==> src/rtl/s1_frame_tx_if.sv <==
// RB1 read-port bundle between the frame transmitter (master) and the
// 32x8 synchronous RAM (slave). Signal names follow the RAM's pin names.
interface s1_frame_tx_if;
  logic       RB1_RW;
  logic [4:0] RB1_A;
  logic [7:0] RB1_D;
  logic [7:0] RB1_Q;

  modport master (
    output RB1_RW,
    output RB1_A,
    output RB1_D,
    input  RB1_Q
  );

  modport slave (
    input  RB1_RW,
    input  RB1_A,
    input  RB1_D,
    output RB1_Q
  );
endinterface

==> src/rtl/s1_frame_tx.sv <==
// s1_frame_tx: reads RB1 bytes 0..17 into a local buffer, then sends the
// buffer as 8 serial frames. Frame n is a 3-bit index followed by bit (7-n)
// of every byte, byte 0 first. Frames are separated by a one-cycle gap.
// After the last frame the block idles until the next reset.
module s1_frame_tx (
  input  logic           clk,
  input  logic           rst,
  s1_frame_tx_if.master  rb1,
  output logic           sen,
  output logic           sd
);

  typedef enum logic [2:0] {
    IDLE,
    READ,
    SEND,
    GAP,
    DONE
  } state_t;

  localparam logic [4:0] LAST_ADDR  = 5'd17;  // highest RB1 address read
  localparam logic [4:0] RD_END     = 5'd18;  // extra cycle for the RAM latency
  localparam logic [4:0] BIT_LAST   = 5'd20;  // 21 bits per frame
  localparam logic [4:0] HDR_BITS   = 5'd3;   // frame index width
  localparam logic [2:0] FRAME_LAST = 3'd7;

  state_t     state, state_n;
  logic [4:0] rd_cnt, rd_cnt_n;
  logic [2:0] frame, frame_n;
  logic [4:0] bit_cnt, bit_cnt_n;
  logic       sen_n, sd_n;
  logic [4:0] data_k;
  logic [7:0] buf_mem [0:17];

  // The port is read-only; the address follows the read counter and holds
  // the last address through the latency cycle and afterwards.
  assign rb1.RB1_RW = 1'b1;
  assign rb1.RB1_D  = 8'h00;
  assign rb1.RB1_A  = (rd_cnt > LAST_ADDR) ? LAST_ADDR : rd_cnt;

  // Next-state, next-counter and next-output logic.
  // NOTE: every signal assigned here gets a default first, so no path can
  // leave it unassigned and infer a latch.
  always_comb begin
    state_n   = state;
    rd_cnt_n  = rd_cnt;
    frame_n   = frame;
    bit_cnt_n = bit_cnt;

    case (state)
      IDLE: begin
        state_n  = READ;
        rd_cnt_n = '0;
      end
      READ: begin
        if (rd_cnt == RD_END) begin
          state_n   = SEND;
          frame_n   = '0;
          bit_cnt_n = '0;
        end else begin
          rd_cnt_n = rd_cnt + 5'd1;
        end
      end
      SEND: begin
        if (bit_cnt == BIT_LAST) begin
          bit_cnt_n = '0;
          if (frame == FRAME_LAST) begin
            state_n = DONE;
          end else begin
            state_n = GAP;
            frame_n = frame + 3'd1;
          end
        end else begin
          bit_cnt_n = bit_cnt + 5'd1;
        end
      end
      GAP: begin
        state_n   = SEND;
        bit_cnt_n = '0;
      end
      DONE: begin
        state_n = DONE;
      end
      default: begin
        state_n = IDLE;
      end
    endcase

    // Serial outputs are computed for the coming cycle so they can be
    // registered: index bits MSB first, then data bits 17..0.
    data_k = bit_cnt_n - HDR_BITS;
    sen_n  = (state_n != SEND);
    sd_n   = 1'b0;
    if (state_n == SEND) begin
      if (bit_cnt_n < HDR_BITS) begin
        sd_n = frame_n[2'd2 - bit_cnt_n[1:0]];
      end else begin
        sd_n = buf_mem[data_k][3'd7 - frame_n];
      end
    end
  end

  // State, counters and registered serial outputs.
  // NOTE: state registers use non-blocking assignments so every flop samples
  // the pre-edge values, independent of statement order.
  always_ff @(posedge clk) begin
    if (!rst) begin
      state   <= IDLE;
      rd_cnt  <= '0;
      frame   <= '0;
      bit_cnt <= '0;
      sen     <= 1'b1;
      sd      <= 1'b0;
    end else begin
      state   <= state_n;
      rd_cnt  <= rd_cnt_n;
      frame   <= frame_n;
      bit_cnt <= bit_cnt_n;
      sen     <= sen_n;
      sd      <= sd_n;
    end
  end

  // Capture byte (rd_cnt-1): its address was sampled one edge earlier.
  // NOTE: this buffer is deliberately cleared by reset so a restarted run
  // never transmits stale bytes; that keeps it in flops rather than RAM.
  always_ff @(posedge clk) begin
    if (!rst) begin
      for (int i = 0; i < 18; i++) begin
        buf_mem[i] <= '0;
      end
    end else if (state == READ && rd_cnt != 5'd0) begin
      buf_mem[rd_cnt - 5'd1] <= rb1.RB1_Q;
    end
  end

endmodule

==> src/flat_wrapper.sv <==
// flat-port wrapper written by rule: the top's interface ports become plain ports
module s1_frame_tx_flat 
  (clk, rst, sen, sd, rb1_RB1_RW, rb1_RB1_A, rb1_RB1_D, rb1_RB1_Q);
  s1_frame_tx_if rb1_i ();
  input  logic clk;
  input  logic rst;
  output logic sen;
  output logic sd;
  output wire logic [$bits(rb1_i.RB1_RW)-1:0] rb1_RB1_RW;
  output wire logic [$bits(rb1_i.RB1_A)-1:0] rb1_RB1_A;
  output wire logic [$bits(rb1_i.RB1_D)-1:0] rb1_RB1_D;
  input wire logic [$bits(rb1_i.RB1_Q)-1:0] rb1_RB1_Q;
  assign rb1_RB1_RW = rb1_i.RB1_RW;
  assign rb1_RB1_A = rb1_i.RB1_A;
  assign rb1_RB1_D = rb1_i.RB1_D;
  assign rb1_i.RB1_Q = rb1_RB1_Q;
  s1_frame_tx u_core (.clk(clk), .rst(rst), .rb1(rb1_i), .sen(sen), .sd(sd));
endmodule
==> config.mk <==
export PLATFORM = sky130hd
export DESIGN_NAME = s1_frame_tx_flat
export DESIGN_NICKNAME = d
export VERILOG_FILES = /design/src/rtl/s1_frame_tx_if.sv /design/src/rtl/s1_frame_tx.sv /design/src/flat_wrapper.sv
export SDC_FILE = /design/constraint.sdc
export NUM_CORES = 1
export LEC_CHECK = 0
export ABC_AREA = 1
export CAP_MARGIN = 10
export CORE_MARGIN = 2
export CORE_UTILIZATION = 30
export DETAILED_ROUTE_END_ITERATION = 12
export PLACE_DENSITY_LB_ADDON = 0.08
export SLEW_MARGIN = 20
export SYNTH_ARGS = -nofsm -noshare
export SYNTH_HDL_FRONTEND = slang
export SYNTH_SLANG_ARGS = --single-unit
==> constraint.sdc <==
create_clock -name clk -period 4.4 [get_ports clk]
set_clock_uncertainty 0.15 [all_clocks]
set_input_delay 0.66 -clock clk [delete_from_list [all_inputs] [get_ports clk]]
set_output_delay 0.66 -clock clk [all_outputs]
set_load 0.05 [all_outputs]
==> qor.yml, run 1 <==
status:
  status: "finished clean"
setup_path:
  worstSetupStartpoint: "u_core.rd_cnt[0]"
  reg2regPathDepth: 22
  critPathLaunchType: "register"
  r2r-start: "u_core.rd_cnt[0]"
  crit_chain: "clkinv_1, ha_1, nand2_1, inv_1, nand2_1, nand2_2, nand2_4, nand2_1, nand2_2, buf_4, nand2_1, nand2_1, nand2_1, nand2_2, nand3_1, nand3_1, nand3_1, nand3_1, nand3_1, nand3_1, nand2_1, inv_1"
  path_buf_inv: 4
  worstSetupEndpointType: "register"
  r2r_end: "u_core.sd"
  cp_data_required_time_ns: 4.73
  cp_max_fo: 73
  cp_slowest_stage_delay_ns: 0.74
  critPathTopFamily: "simple AND/OR/NAND/NOR gates"
  rrSetupSlack_ns: 0.64
  crit_arrival_ns: 4.09
  slowest_stage: "buf_4"
  path_common_cell: "nand2_1"
  critical_path_class: "reg -> reg"
sta:
  fin_crit_sh: 0.854
  hold_viol: 0
  setup_viol: 0
  min_period_ns: 3.76
  rsz0062_at_grt: "false"
  drv_slew: 0
  slew_headroom: 0.346
  hold_slack_ns: 0.399
  worst_slew_pin_slew_ns: 0.982
  tns_ns: 0
  max_freq_mhz: 266
drt:
  dr.pass1.iters: 5
  dr.first_iter.drc_count: 792
  ant_nets: 0
  wl_mm: 40.4
  drc: 0
  avgViaCountPerCell: 4.64
  vias: 9490
  wl_per_cell_um: 19.7
die:
  die_h_um: 214
  initial_utilization: 0.302
  ioPinCount: 26
  core-area_um2: 43900
  die_w_um: 214
  dieArea_um2: 45900
  rows: 77
clock_network:
  hold_buffers: 0
  root_buffer: "clkbuf_16"
  cts_buffer_depth: 3
  post_cts_buffers: 0
  clk_latency_ns: 0.55
  cts.clk_slew.worst_paths_ns: 0.05
  cts.sinks: 274
  tritoncts: "yes"
  cts_max_level: 2
  ctsResizeCount: 0
  cts_buffers: 36
logic_synthesis:
  synth_compound_area_frac: 0.0310
  ys_seq_area_frac: 0.607
  muxShareOfSynthArea: 0
  syn_inst: 1412
  synth_enable_flop_cells: 256
  synth_area_um2: 13300
  yosysWarnings: 0
  synth_top_family_by_area: "simple AND/OR/NAND/NOR gates"
  async_flop_share: 0
  synth_seq_cells: 274
  ys_types: 37
  yosys.area_share.adder: 0.00849
  synth.avg_cell_area_um2: 9.39
  synth_xor_area_frac: 0.00509
  synth_top_flop_cell: "edfxtp_1"
  synthSimpleGateAreaFrac: 0.255
final_layout:
  design_area_um2: 15000
  syn_to_final_growth_pct: 13.3
  final_nets: 1456
  drive_above_1_share: 0.0749
  diodes: 0
hold_path:
  min_path_cells: 2
  min_from: "u_core.state[2]"
  min_path_type: "reg -> reg"
  min_to: "u_core.state[2]"
grt:
  grt_max_degree: 74
  globalRouteTotalUtil: 0.178
  overflow: 0
  grt_pass1_vias: 9349
  antenna_found_initial: 0
  grt_pass1_wl_mm: 60.3
run:
  cap_viol_max_count: 0
placement:
  post_dp_cell_area_um2: 14000
  dpl.hpwl_mm: 25.6
  io_buffers: 16
  gp_congestion: 0.799
power_and_ir_drop:
  p_leak_nw: 6.09
  ir_worst_vdd_mv: 0.232
  powerDensity_nw_per_um2: 386
[synth_stat cells (2+ instances only)]
cell type / n / share of area
nand2_1: 345 / 0.098
edfxtp_1: 256 / 0.58
nand3_1: 211 / 0.080
inv_1: 186 / 0.053
nor2_1: 186 / 0.053
o211ai_1: 26 / 0.015
buf_6: 22 / 0.019
clkbuf_1: 22 / 0.0062
nand3b_1: 21 / 0.012
a21oi_1: 20 / 0.0075
dfxtp_1: 18 / 0.027
buf_2: 13 / 0.0049
buf_4: 13 / 0.0074
nand2_2: 10 / 0.0047
ha_1: 9 / 0.0085
o21ai_0: 7 / 0.0026
inv_2: 6 / 0.0017
o21ai_1: 6 / 0.0023
nor3_1: 5 / 0.0019
buf_1: 4 / 0.0011
a31oi_1: 3 / 0.0014
xor2_1: 3 / 0.0020
clkinv_1: 2 / 0.00057
conb_1: 2 / 0.00057
nand2_4: 2 / 0.0017
nand3_2: 2 / 0.0015
nor2_2: 2 / 0.00094
[worst max-delay path by stage]
stage | slack, ns | endpoint | depth (start not counted)
2_1_floorplan | 1.21 | u_core.sd | 24
3_3_place_gp | 0.63 | u_core.sd | 21
3_5_place_dp | 0.63 | u_core.sd | 21
4_1_cts | 0.61 | u_core.sd | 21
5_1_grt | 0.25 | u_core.sd | 21
6_report | 0.64 | u_core.sd | 22
[power breakdown]
group / internal, W / switching [W]
clock network: 0.00155 / 0.00111
logic: 0.0000575 / 0.000181
registers: 0.00289 / 0.0000166
[placed cells by master, fill, tap and decap left out, drive strengths merged, types with 2 or more instances in the layout]
cell	netlist	layout
nand2	357	357
edfxtp	256	256
nand3	213	213
inv	192	194
nor2	189	189
clkbuf	22	49
buf	52	38
o211ai	26	26
nand3b	21	21
a21oi	20	20
dfxtp	18	18
clkdlybuf4s50	0	16
o21ai	14	14
conb	2	9
ha	9	9
clkinv	2	7
nor3	5	5
xor2	4	4
a31oi	3	3
xnor2	2	2
[layout make-up]
class                           count  area [um^2]
Clock buffer                       49          981
Inverter                          194          728
Clock inverter                      7         45.0
Fill cell                        4638        28900
Tap cell                          592          741
Sequential cell                   274         8050
Multi-Input combinational cell    877         4010
Timing Repair Buffer               54          470
[worst reg2reg max path, stage by stage, from the launching register on]
cell	delay, ns
dfxtp_1	0.40
clkinv_1	0.11
ha_1	0.20
nand2_1	0.06
inv_1	0.04
nand2_1	0.09
nand2_2	0.10
nand2_4	0.12
nand2_1	0.07
nand2_2	0.07
buf_4	0.74
nand2_1	0.22
nand2_1	0.13
nand2_1	0.07
nand2_2	0.31
nand3_1	0.23
nand3_1	0.16
nand3_1	0.09
nand3_1	0.10
nand3_1	0.07
nand3_1	0.07
nand2_1	0.05
inv_1	0.05
[per-layer routing]
layer,part of all wire,GRT usage
met1,0.45,0.238
met2,0.48,0.295
met3,0.046,0.0291
met4,0.025,0.0560
met5,0,0
[stage by stage]
step | cells | util | setup WS (ns) | total power (W)
global route | 2047 | 0.342 | 0.253 | 0.00600
floorplan | 1419 | - | 1.21 | 0.00311
finish | 2047 | 0.342 | 0.641 | 0.00581
detailed placement | 1991 | 0.319 | 0.627 | 0.00320
global placement | 1991 | 0.319 | 0.625 | 0.00321
CTS | 2047 | 0.342 | 0.608 | 0.00589
[flip-flops by register name, summed over array words and instances (netlist names)]
name,count
u_core.bit_cnt,5
u_core.buf_mem,256
u_core.frame,3
u_core.rd_cnt,5
u_core.sd,1
u_core.sen,1
u_core.state,3
[cell families after synthesis]
kind of cell    count (synthesis)
buf+inv                       268
compound gates                 65
simple gates                  788
other cells                     2
xor+xnor                        6
fa+ha+maj                       9
flops                         274
No activity file was read; power rests on OpenSTA's default activity.
==> run 2, diff against run 1 <==
Settings changed: ABC_CLOCK_PERIOD_IN_PS set to 4400.
==> results of run 2 <==
Same layout as run 1: the final DEF is identical, and so are final timing and power.
